### src/rtl/ad9958_spi_serializer.sv
// Serializes a right-justified 1-8 byte payload MSB-first onto the AD9958 serial port.
// Supports single-bit (sdio[0]) and quad-lane modes behind a trigger/busy handshake.
module ad9958_spi_serializer #(
  parameter int unsigned CLK_DIV    = 2,
  parameter int unsigned GAP_CYCLES = 2
) (
  input  logic        clock,
  input  logic        reset_n,
  input  logic        trigger,
  input  logic [4:0]  packs_to_send,
  input  logic [63:0] data_input,
  input  logic        quad_mode,
  output logic        busy,
  output logic        done,
  output logic        cs_n,
  output logic        sclk,
  output logic [3:0]  sdio
);

  localparam int unsigned PMAX = (CLK_DIV > GAP_CYCLES) ? CLK_DIV : GAP_CYCLES;
  localparam int unsigned PW   = (PMAX < 2) ? 1 : $clog2(PMAX);
  localparam logic [PW-1:0] DIV_LAST = PW'(CLK_DIV - 1);
  localparam logic [PW-1:0] GAP_LAST = PW'(GAP_CYCLES - 1);

  typedef enum logic [2:0] {
    ST_IDLE,
    ST_SETUP,
    ST_HIGH,
    ST_LOW,
    ST_HOLD,
    ST_GAP
  } state_t;

  state_t        state_q, state_d;
  logic [PW-1:0] phase_q, phase_d;
  logic [6:0]    beats_q, beats_d;
  logic [63:0]   shreg_q, shreg_d;
  logic          quad_q, quad_d;
  logic          busy_q, busy_d;
  logic          done_q, done_d;
  logic          cs_n_q, cs_n_d;
  logic          sclk_q, sclk_d;
  logic [3:0]    sdio_q, sdio_d;

  logic [3:0]    n_eff;
  logic [6:0]    n_bits;
  logic [63:0]   shreg_load;
  logic [63:0]   shreg_next;

  function automatic logic [3:0] lanes(input logic [3:0] top, input logic quad);
    return quad ? top : {3'b000, top[3]};
  endfunction

  // Oversized lengths clamp to a full 64-bit payload; the load aligns bit 8N-1 to bit 63.
  assign n_eff      = (packs_to_send > 5'd8) ? 4'd8 : packs_to_send[3:0];
  assign n_bits     = {n_eff, 3'b000};
  assign shreg_load = data_input << (7'd64 - n_bits);
  assign shreg_next = quad_q ? {shreg_q[59:0], 4'h0} : {shreg_q[62:0], 1'b0};

  always_comb begin
    state_d = state_q;
    phase_d = phase_q;
    beats_d = beats_q;
    shreg_d = shreg_q;
    quad_d  = quad_q;
    busy_d  = busy_q;
    done_d  = 1'b0;
    cs_n_d  = cs_n_q;
    sclk_d  = sclk_q;
    sdio_d  = sdio_q;
    case (state_q)
      ST_IDLE: begin
        if (trigger && (n_eff != 4'd0)) begin
          state_d = ST_SETUP;
          phase_d = '0;
          shreg_d = shreg_load;
          quad_d  = quad_mode;
          beats_d = quad_mode ? {2'b00, n_eff, 1'b0} : n_bits;
          busy_d  = 1'b1;
          cs_n_d  = 1'b0;
          sdio_d  = lanes(shreg_load[63:60], quad_mode);
        end
      end
      ST_SETUP, ST_LOW: begin
        if (phase_q == DIV_LAST) begin
          phase_d = '0;
          sclk_d  = 1'b1;
          state_d = ST_HIGH;
        end else begin
          phase_d = phase_q + 1'b1;
        end
      end
      ST_HIGH: begin
        if (phase_q == DIV_LAST) begin
          phase_d = '0;
          sclk_d  = 1'b0;
          if (beats_q == 7'd1) begin
            state_d = ST_HOLD;
          end else begin
            beats_d = beats_q - 7'd1;
            shreg_d = shreg_next;
            sdio_d  = lanes(shreg_next[63:60], quad_q);
            state_d = ST_LOW;
          end
        end else begin
          phase_d = phase_q + 1'b1;
        end
      end
      ST_HOLD: begin
        if (phase_q == DIV_LAST) begin
          phase_d = '0;
          cs_n_d  = 1'b1;
          sdio_d  = '0;
          state_d = ST_GAP;
        end else begin
          phase_d = phase_q + 1'b1;
        end
      end
      ST_GAP: begin
        if (phase_q == GAP_LAST) begin
          phase_d = '0;
          busy_d  = 1'b0;
          done_d  = 1'b1;
          state_d = ST_IDLE;
        end else begin
          phase_d = phase_q + 1'b1;
        end
      end
      default: state_d = ST_IDLE;
    endcase
  end

  always_ff @(posedge clock or negedge reset_n) begin
    if (!reset_n) begin
      state_q <= ST_IDLE;
      phase_q <= '0;
      beats_q <= '0;
      shreg_q <= '0;
      quad_q  <= 1'b0;
      busy_q  <= 1'b0;
      done_q  <= 1'b0;
      cs_n_q  <= 1'b1;
      sclk_q  <= 1'b0;
      sdio_q  <= '0;
    end else begin
      state_q <= state_d;
      phase_q <= phase_d;
      beats_q <= beats_d;
      shreg_q <= shreg_d;
      quad_q  <= quad_d;
      busy_q  <= busy_d;
      done_q  <= done_d;
      cs_n_q  <= cs_n_d;
      sclk_q  <= sclk_d;
      sdio_q  <= sdio_d;
    end
  end

  assign busy = busy_q;
  assign done = done_q;
  assign cs_n = cs_n_q;
  assign sclk = sclk_q;
  assign sdio = sdio_q;

endmodule

### config.mk
export PLATFORM = sky130hd
export DESIGN_NAME = ad9958_spi_serializer
export DESIGN_NICKNAME = d
export VERILOG_FILES = /design/src/rtl/ad9958_spi_serializer.sv
export SDC_FILE = /design/constraint.sdc
export NUM_CORES = 1
export LEC_CHECK = 0
export CORE_ASPECT_RATIO = 1.2
export CORE_UTILIZATION = 51
export DETAILED_ROUTE_END_ITERATION = 8
export PLACE_DENSITY = 0.82
export SYNTH_ARGS = -nofsm -noshare
export SYNTH_HDL_FRONTEND = slang
export SYNTH_SLANG_ARGS = --single-unit
export TNS_END_PERCENT = 20
### constraint.sdc
create_clock -name clock -period 1.84 [get_ports clock]
set_clock_uncertainty 0.05 [all_clocks]
set_input_delay 0.184 -clock clock [delete_from_list [all_inputs] [get_ports clock]]
set_output_delay 0.184 -clock clock [all_outputs]
set_load 0.005 [all_outputs]
# Yosys cells after proc, flatten, opt, wreduce, memory -nomap -nowiden
# Cells that the tools add are included.
# word_totals
regBits,83
inputBits,73
out_inout_bits,8
wordCells,82
# op_classes
add_sub_neg,3
order_cmp,1
eq_ne,12
shifts,1
mux,36
reduce_logical,19
# ops
operator,count
two-way mux 63 bit,3
case mux 63 bit (2 select lines),1
two-way mux 64 bit,1
<< shifter 64 x 7 -> 64 bit,1
two-way mux 4 bit,7
two-way mux 7 bit,4
two-way mux 3 bit,6
case mux 3 bit (5 select lines),1
case mux 7 bit (2 select lines),1
!= test 2 bit (second input constant),6
case mux 4 bit (3 select lines),1
AND reduction 5 bit,2
nonzero test 2 bit,5
AND reduction 3 bit,3
case mux 1 bit (2 select lines),4
== test 7 x 1 -> 1 bit (second input constant),1
two-way mux 1 bit,7
subtractor 7 x 1 -> 7 bit (second input constant),1
subtractor 7 bit (first input constant),1
== test 3 x 2 -> 1 bit (second input constant),2
== test 3 bit (second input constant),2
> comparator 5 x 4 -> 1 bit (second input constant),1
OR reduction 5 bit,1
AND reduction 2 bit,2
other kinds (8),8

# Logic depth before layout (Yosys ltp)
# logic_depth
word_depth,7
depth_mapped,15
mapped_depth_nobuf,8

# Least setup slack after synthesis
# Ideal clock, no wire load.
# synth_timing
path_type,input to register
startpoint,in packs_to_send[3]
endpoint,reg shreg_q[50]
arrival_ps,3046
required_time_ps,1658
path_slack_ps,-1388
stages,14
n_path_buf,8
path_cell_list,buf_2 nor3b_4 buf_6 buf_6 buf_6 buf_4 inv_1 ha_1 buf_2 buf_1 clkbuf_1 o22ai_1 a221oi_1 o21ai_1
# synth_between
elab_chain_cells,6
word_cells_on_any_way,10
cone_classes,add/sub: 1; order compare: 1; eq/ne: 1; shift: 1; mux: 3; reduce/logical: 3
# synth_lines
item,line,rtl
start: declaration,10,"input logic [4:0] packs_to_send,"
> comparator 5 x 4 -> 1 bit,55,assign n_eff = (packs_to_send > 5'd8) ? 4'd8 : packs_to_send[3:0];
two-way mux 4 bit (*),55,
subtractor 7 bit or nonzero test 4 bit (tied branches),"57, 73",
<< shifter 64 x 7 -> 64 bit or logical AND 1 bit (tied branches),"57, 73",
two-way mux 63 bit or != test 2 bit (tied branches),-,
case mux 63 bit (2 select lines) or AND reduction 4 bit (tied branches),-,
end signal: assignment,149,shreg_q <= shreg_d;
end: declaration,37,"logic [63:0] shreg_q, shreg_d;"
# Mark *: on every way between the ends. The rest lies on a longest branch, timed or not. The select of a mux whose other input is x is not followed.
# A chain may end at the register's enable or synchronous reset.

# Worst setup path after layout
# layout_timing
startpoint,in packs_to_send[0]
endpoint,reg sdio_q[0] (netlist: sdio[0])
# layout_between
elab_chain_cells,7
word_cells_on_any_way,11
cone_classes,add/sub: 1; order compare: 1; eq/ne: 1; shift: 1; mux: 4; reduce/logical: 3
# layout_lines
item,line,rtl
> comparator 5 x 4 -> 1 bit,55,
two-way mux 4 bit (*),55,
subtractor 7 bit,57,assign shreg_load = data_input << (7'd64 - n_bits);
<< shifter 64 x 7 -> 64 bit,57,
two-way mux 4 bit,51,"return quad ? top : {3'b000, top[3]};"
two-way mux 4 bit,73,if (trigger && (n_eff != 4'd0)) begin
case mux 4 bit (3 select lines),71,case (state_q)
end signal: assignment,155,sdio_q <= sdio_d;
end: declaration,43,"logic [3:0] sdio_q, sdio_d;"
# Marked as above.

==> results.sh <==
export IMPL_swShare_pct=44.2
export IMPL_setup_violations=67
export IMPL_cts_inserted_buffers=9
export IMPL_power_per_cell_area_nw_per_um2=1620
export IMPL_critical_path_slowest_cell="sky130_fd_sc_hd__mux4_2"
export IMPL_timing_final_crit_period_ps=1990
export IMPL_drive_gt1_share_pct=32.3
export IMPL_timing_fmax_mhz=504
export IMPL_switching_power_mw=6.43
export IMPL_grt_overflow=0
export IMPL_leakage_nw=3.75
export IMPL_finalHoldWorstSlack_ps=217
export IMPL_slew_violations=0
export IMPL_count_of_buffering_cells_on_the_critical_path_with_inverters_included=3
export IMPL_fin_crit_sh_pct=108
export IMPL_avgRoutedWirePerCell_um=23.7
export IMPL_setup_worst_path_end_class="register"
export IMPL_clock_transition_at_the_register_clock_pins_on_the_worst_setup_and_hold_paths_after_cts_ps=70
export IMPL_cp_arrival_ps=2160
export IMPL_worstMarginPinSlew_ps=542
export IMPL_clk_latency_ps=350
export IMPL_placedCellCount=990
export IMPL_die_area_um2=12900
export IMPL_netlist_cell_type_count=59
export IMPL_std_cell_rows=44
export IMPL_grt_pass1_vias=6572
export IMPL_crit_type="input pin to register"
export IMPL_cp_required_ps=2010
export IMPL_drc=0
export IMPL_io_pins=81
export IMPL_timing_final_ws_setup_ps=-146
export IMPL_hpwl_um=16400
export IMPL_areaGrowthSynthToFinish_pct=41.1
export IMPL_global_route_usage_total_pct=34.5
export IMPL_most_used_cell_cp="sky130_fd_sc_hd__buf_4"
export IMPL_pwr_share_comb_pct=63.6
export IMPL_synth_cells=693
export IMPL_antenna_cells_inserted=0
export IMPL_core_area_um2=12100
export IMPL_ys_warn_count=0
export IMPL_die_height_um=124
export IMPL_ant_nets=0
export IMPL_route_vias_total=6879
export IMPL_rsz0062_at_grt="yes"
export IMPL_worst_path_largest_cell_delay_ps=550
export IMPL_cts_root_buf="sky130_fd_sc_hd__clkbuf_16"
export IMPL_timing_slew_headroom_pct=63.9
export IMPL_async_flop_share_pct=100
export IMPL_finalHoldViolCount=0
export IMPL_part_of_the_yosys_area_used_for_sequential_elements_pct=32.7
export IMPL_status="complete, but fails checks"
export IMPL_routed_via_density=6.65
export IMPL_drt_initial_drc_count=760
export IMPL_internal_power_mw=8.13
export IMPL_power_frac_seq_pct=23.6
export IMPL_syn_area_um2=6360
export IMPL_drv_cap=0
export IMPL_utilization_pct=74.2
export IMPL_place_gp_congestion=0.957
export IMPL_hold_path_class="input pin to asynchronous set/reset pin"
export IMPL_clock_power_share_pct=12.8
export IMPL_cp_cell_sequence="buf_4 > nor3b_4 > buf_6 > buf_4 > mux4_2 > nor2b_1 > nor4_1 > nor3_1"
export IMPL_h_tree_depth=3
export IMPL_synth_edff_count=0
export IMPL_synth_area_per_cell_um2=9.18
export IMPL_postSynthRegisterBits=83
export IMPL_layout_nets=944
export IMPL_timing_critical_path_max_delay_family="simple AND/OR/NAND/NOR gates"
export IMPL_critical_path_startpoint_type="input pin"
export IMPL_initial_utilization_pct=52.6
export IMPL_grt_max_degree=68
export IMPL_tritoncts="built"
export IMPL_mappedNetlistNets=769
export IMPL_numClockSinks=83
export IMPL_failed_checks="setup timing"
export IMPL_final_cell_count_no_fill=1034
export IMPL_grt_pass1_wl_um=34400
export IMPL_irDropWorstVdd_uv=827
export IMPL_finalWirelength_um=24500
export IMPL_drt_first_pass_iters=6
export IMPL_synth_main_ff_cell="sky130_fd_sc_hd__dfrtp_1"
export IMPL_die_x_um=104
export IMPL_port_buffers=80
export IMPL_antenna_found_initial=0
export IMPL_filler_cell_count=804
export IMPL_path_max_fanout=13
export IMPL_cts_max_path_buffers=2
-- flip-flops by register name, summed over array words and instances (netlist names) --
signal   count
shreg_q     63
beats_q      7
sdio         4
state_q      3
busy         1
cs_n         1
done         1
phase_q      1
quad_q       1
sclk         1
-- per-stage QoR --
step / TNS, ps / worst slack [ps] / area (um2) / power, mW
3_5_place_dp: -52880 / -875 / 8090 / 10.7
3_3_place_gp: -49590 / -871 / 8090 / 10.4
6_report: -3190 / -146 / 8980 / 14.6
2_1_floorplan: -51390 / -1030 / 6470 / 7.91
5_1_grt: -7880 / -195 / 8980 / 15.2
4_1_cts: -89.0 / -46.4 / 8510 / 12.7
-- synth_stat cells, types with 13 or more instances --
cell type	number	area (um2)
sky130_fd_sc_hd__mux2i_1	88	881
sky130_fd_sc_hd__o21ai_0	30	150
sky130_fd_sc_hd__mux2_2	29	327
sky130_fd_sc_hd__buf_6	13	146
sky130_fd_sc_hd__o21ai_1	51	255
sky130_fd_sc_hd__mux4_2	20	450
sky130_fd_sc_hd__buf_2	13	65.1
sky130_fd_sc_hd__nor2_1	70	263
sky130_fd_sc_hd__nand2_1	91	342
sky130_fd_sc_hd__a21oi_1	54	270
sky130_fd_sc_hd__dfrtp_1	82	2050
sky130_fd_sc_hd__clkbuf_1	24	90.1
-- cell usage in the layout (no fill, tap or decap), types with 3 or more instances in the layout --
| cell | instances |
|---|---|
| sky130_fd_sc_hd__a211oi_1 | 3 |
| sky130_fd_sc_hd__a21oi_1 | 50 |
| sky130_fd_sc_hd__a21oi_2 | 3 |
| sky130_fd_sc_hd__a221oi_1 | 3 |
| sky130_fd_sc_hd__a221oi_2 | 9 |
| sky130_fd_sc_hd__a222oi_1 | 8 |
| sky130_fd_sc_hd__a31o_2 | 7 |
| sky130_fd_sc_hd__a31oi_1 | 5 |
| sky130_fd_sc_hd__and2_1 | 3 |
| sky130_fd_sc_hd__buf_12 | 14 |
| sky130_fd_sc_hd__buf_4 | 111 |
| sky130_fd_sc_hd__buf_6 | 12 |
| sky130_fd_sc_hd__buf_8 | 3 |
| sky130_fd_sc_hd__clkbuf_16 | 17 |
| sky130_fd_sc_hd__clkdlybuf4s50_1 | 74 |
| sky130_fd_sc_hd__dfrtp_1 | 81 |
| sky130_fd_sc_hd__inv_1 | 4 |
| sky130_fd_sc_hd__mux2_2 | 29 |
| sky130_fd_sc_hd__mux2i_1 | 88 |
| sky130_fd_sc_hd__mux4_2 | 21 |
| sky130_fd_sc_hd__nand2_1 | 80 |
| sky130_fd_sc_hd__nand2_2 | 11 |
| sky130_fd_sc_hd__nand2b_1 | 3 |
| sky130_fd_sc_hd__nand3_1 | 3 |
| sky130_fd_sc_hd__nor2_1 | 69 |
| sky130_fd_sc_hd__nor2b_1 | 6 |
| sky130_fd_sc_hd__nor3_1 | 6 |
| sky130_fd_sc_hd__nor3b_4 | 3 |
| sky130_fd_sc_hd__o21ai_0 | 9 |
| sky130_fd_sc_hd__o21ai_1 | 60 |
| sky130_fd_sc_hd__o21ai_2 | 11 |
| sky130_fd_sc_hd__o22ai_1 | 7 |
| sky130_fd_sc_hd__or3b_4 | 3 |
-- power by group through the flow --
stage	clock network [mW]	logic (mW)	registers (mW)
5_1_grt	1.91	9.85	3.44
6_report	1.86	9.27	3.43
3_5_place_dp	0	7.37	3.32
3_3_place_gp	0	7.15	3.28
2_1_floorplan	0	4.92	3.00
4_1_cts	1.84	7.55	3.30
-- area by class of cell --
cell class	count	area, um2	area share, %
Multi-Input combinational cell	543	4120	45.8
Timing Repair Buffer	225	2260	25.2
Sequential cell	83	2080	23.2
Clock buffer	12	246	2.74
Tap cell	161	201	2.24
Clock inverter	4	50.0	0.557
Inverter	6	25.0	0.279
-- logic make-up (layout without fill, tap and decap cells) --
logic type	after synthesis	in the layout	share of synthesized area [%]
AOI/OAI and AO/OA	200	200	19.8
xor gates and xnor gates	4	4	0.845
buffers and inverters	67	247	5.92
muxes	138	138	26.5
and+or+nand+nor	198	198	13.7
DFF	83	83	32.7
adders and majority gates	3	3	0.590
-- metal layers --
layer	vias to the layer above	track usage (%)	routed length [um]
met2	532	56.6	11200
met1	3237	39.4	8370
li1	2897	-	-
met3	213	5.49	2310
met4	0	29.2	2630
met5	-	0	0
-- worst paths after layout --
kind	startpoint	slack [ps]	endpoint	depth (start not counted)
setup reg to reg	beats_q[5]$_DFFE_PN0P_	-100	shreg_q[55]$_DFFE_PN0P_	6
hold reg to reg	shreg_q[22]$_DFFE_PN0P_	470	shreg_q[22]$_DFFE_PN0P_	2
max in group asynchronous	reset_n	910	shreg_q[37]$_DFFE_PN0P_	3
hold / removal	reset_n	220	shreg_q[60]$_DFFE_PN0P_	2
min in group clock	shreg_q[22]$_DFFE_PN0P_	470	shreg_q[22]$_DFFE_PN0P_	2
setup / recovery	packs_to_send[0]	-150	sdio[0]$_DFFE_PN0P_	8
-- worst register-to-register path, stage by stage, from the launching register on --
cell and delay [ps]:
sky130_fd_sc_hd__dfrtp_1 380, sky130_fd_sc_hd__nor3_1 390, sky130_fd_sc_hd__a21oi_2 160, sky130_fd_sc_hd__o21ai_4 340, sky130_fd_sc_hd__buf_12 210, sky130_fd_sc_hd__clkbuf_16 190
sky130_fd_sc_hd__o21ai_1 100
-- timing repair --
item,CTS,global route
hold buffers,1,0
endpoints found under the hold margin,30,0
setup buffers,7,13
gates resized for setup,35,68
endpoints found under the setup margin,75,74
pin swaps,9,17
gates cloned,0,8
Note: power is estimated with default switching activity, not from simulation.
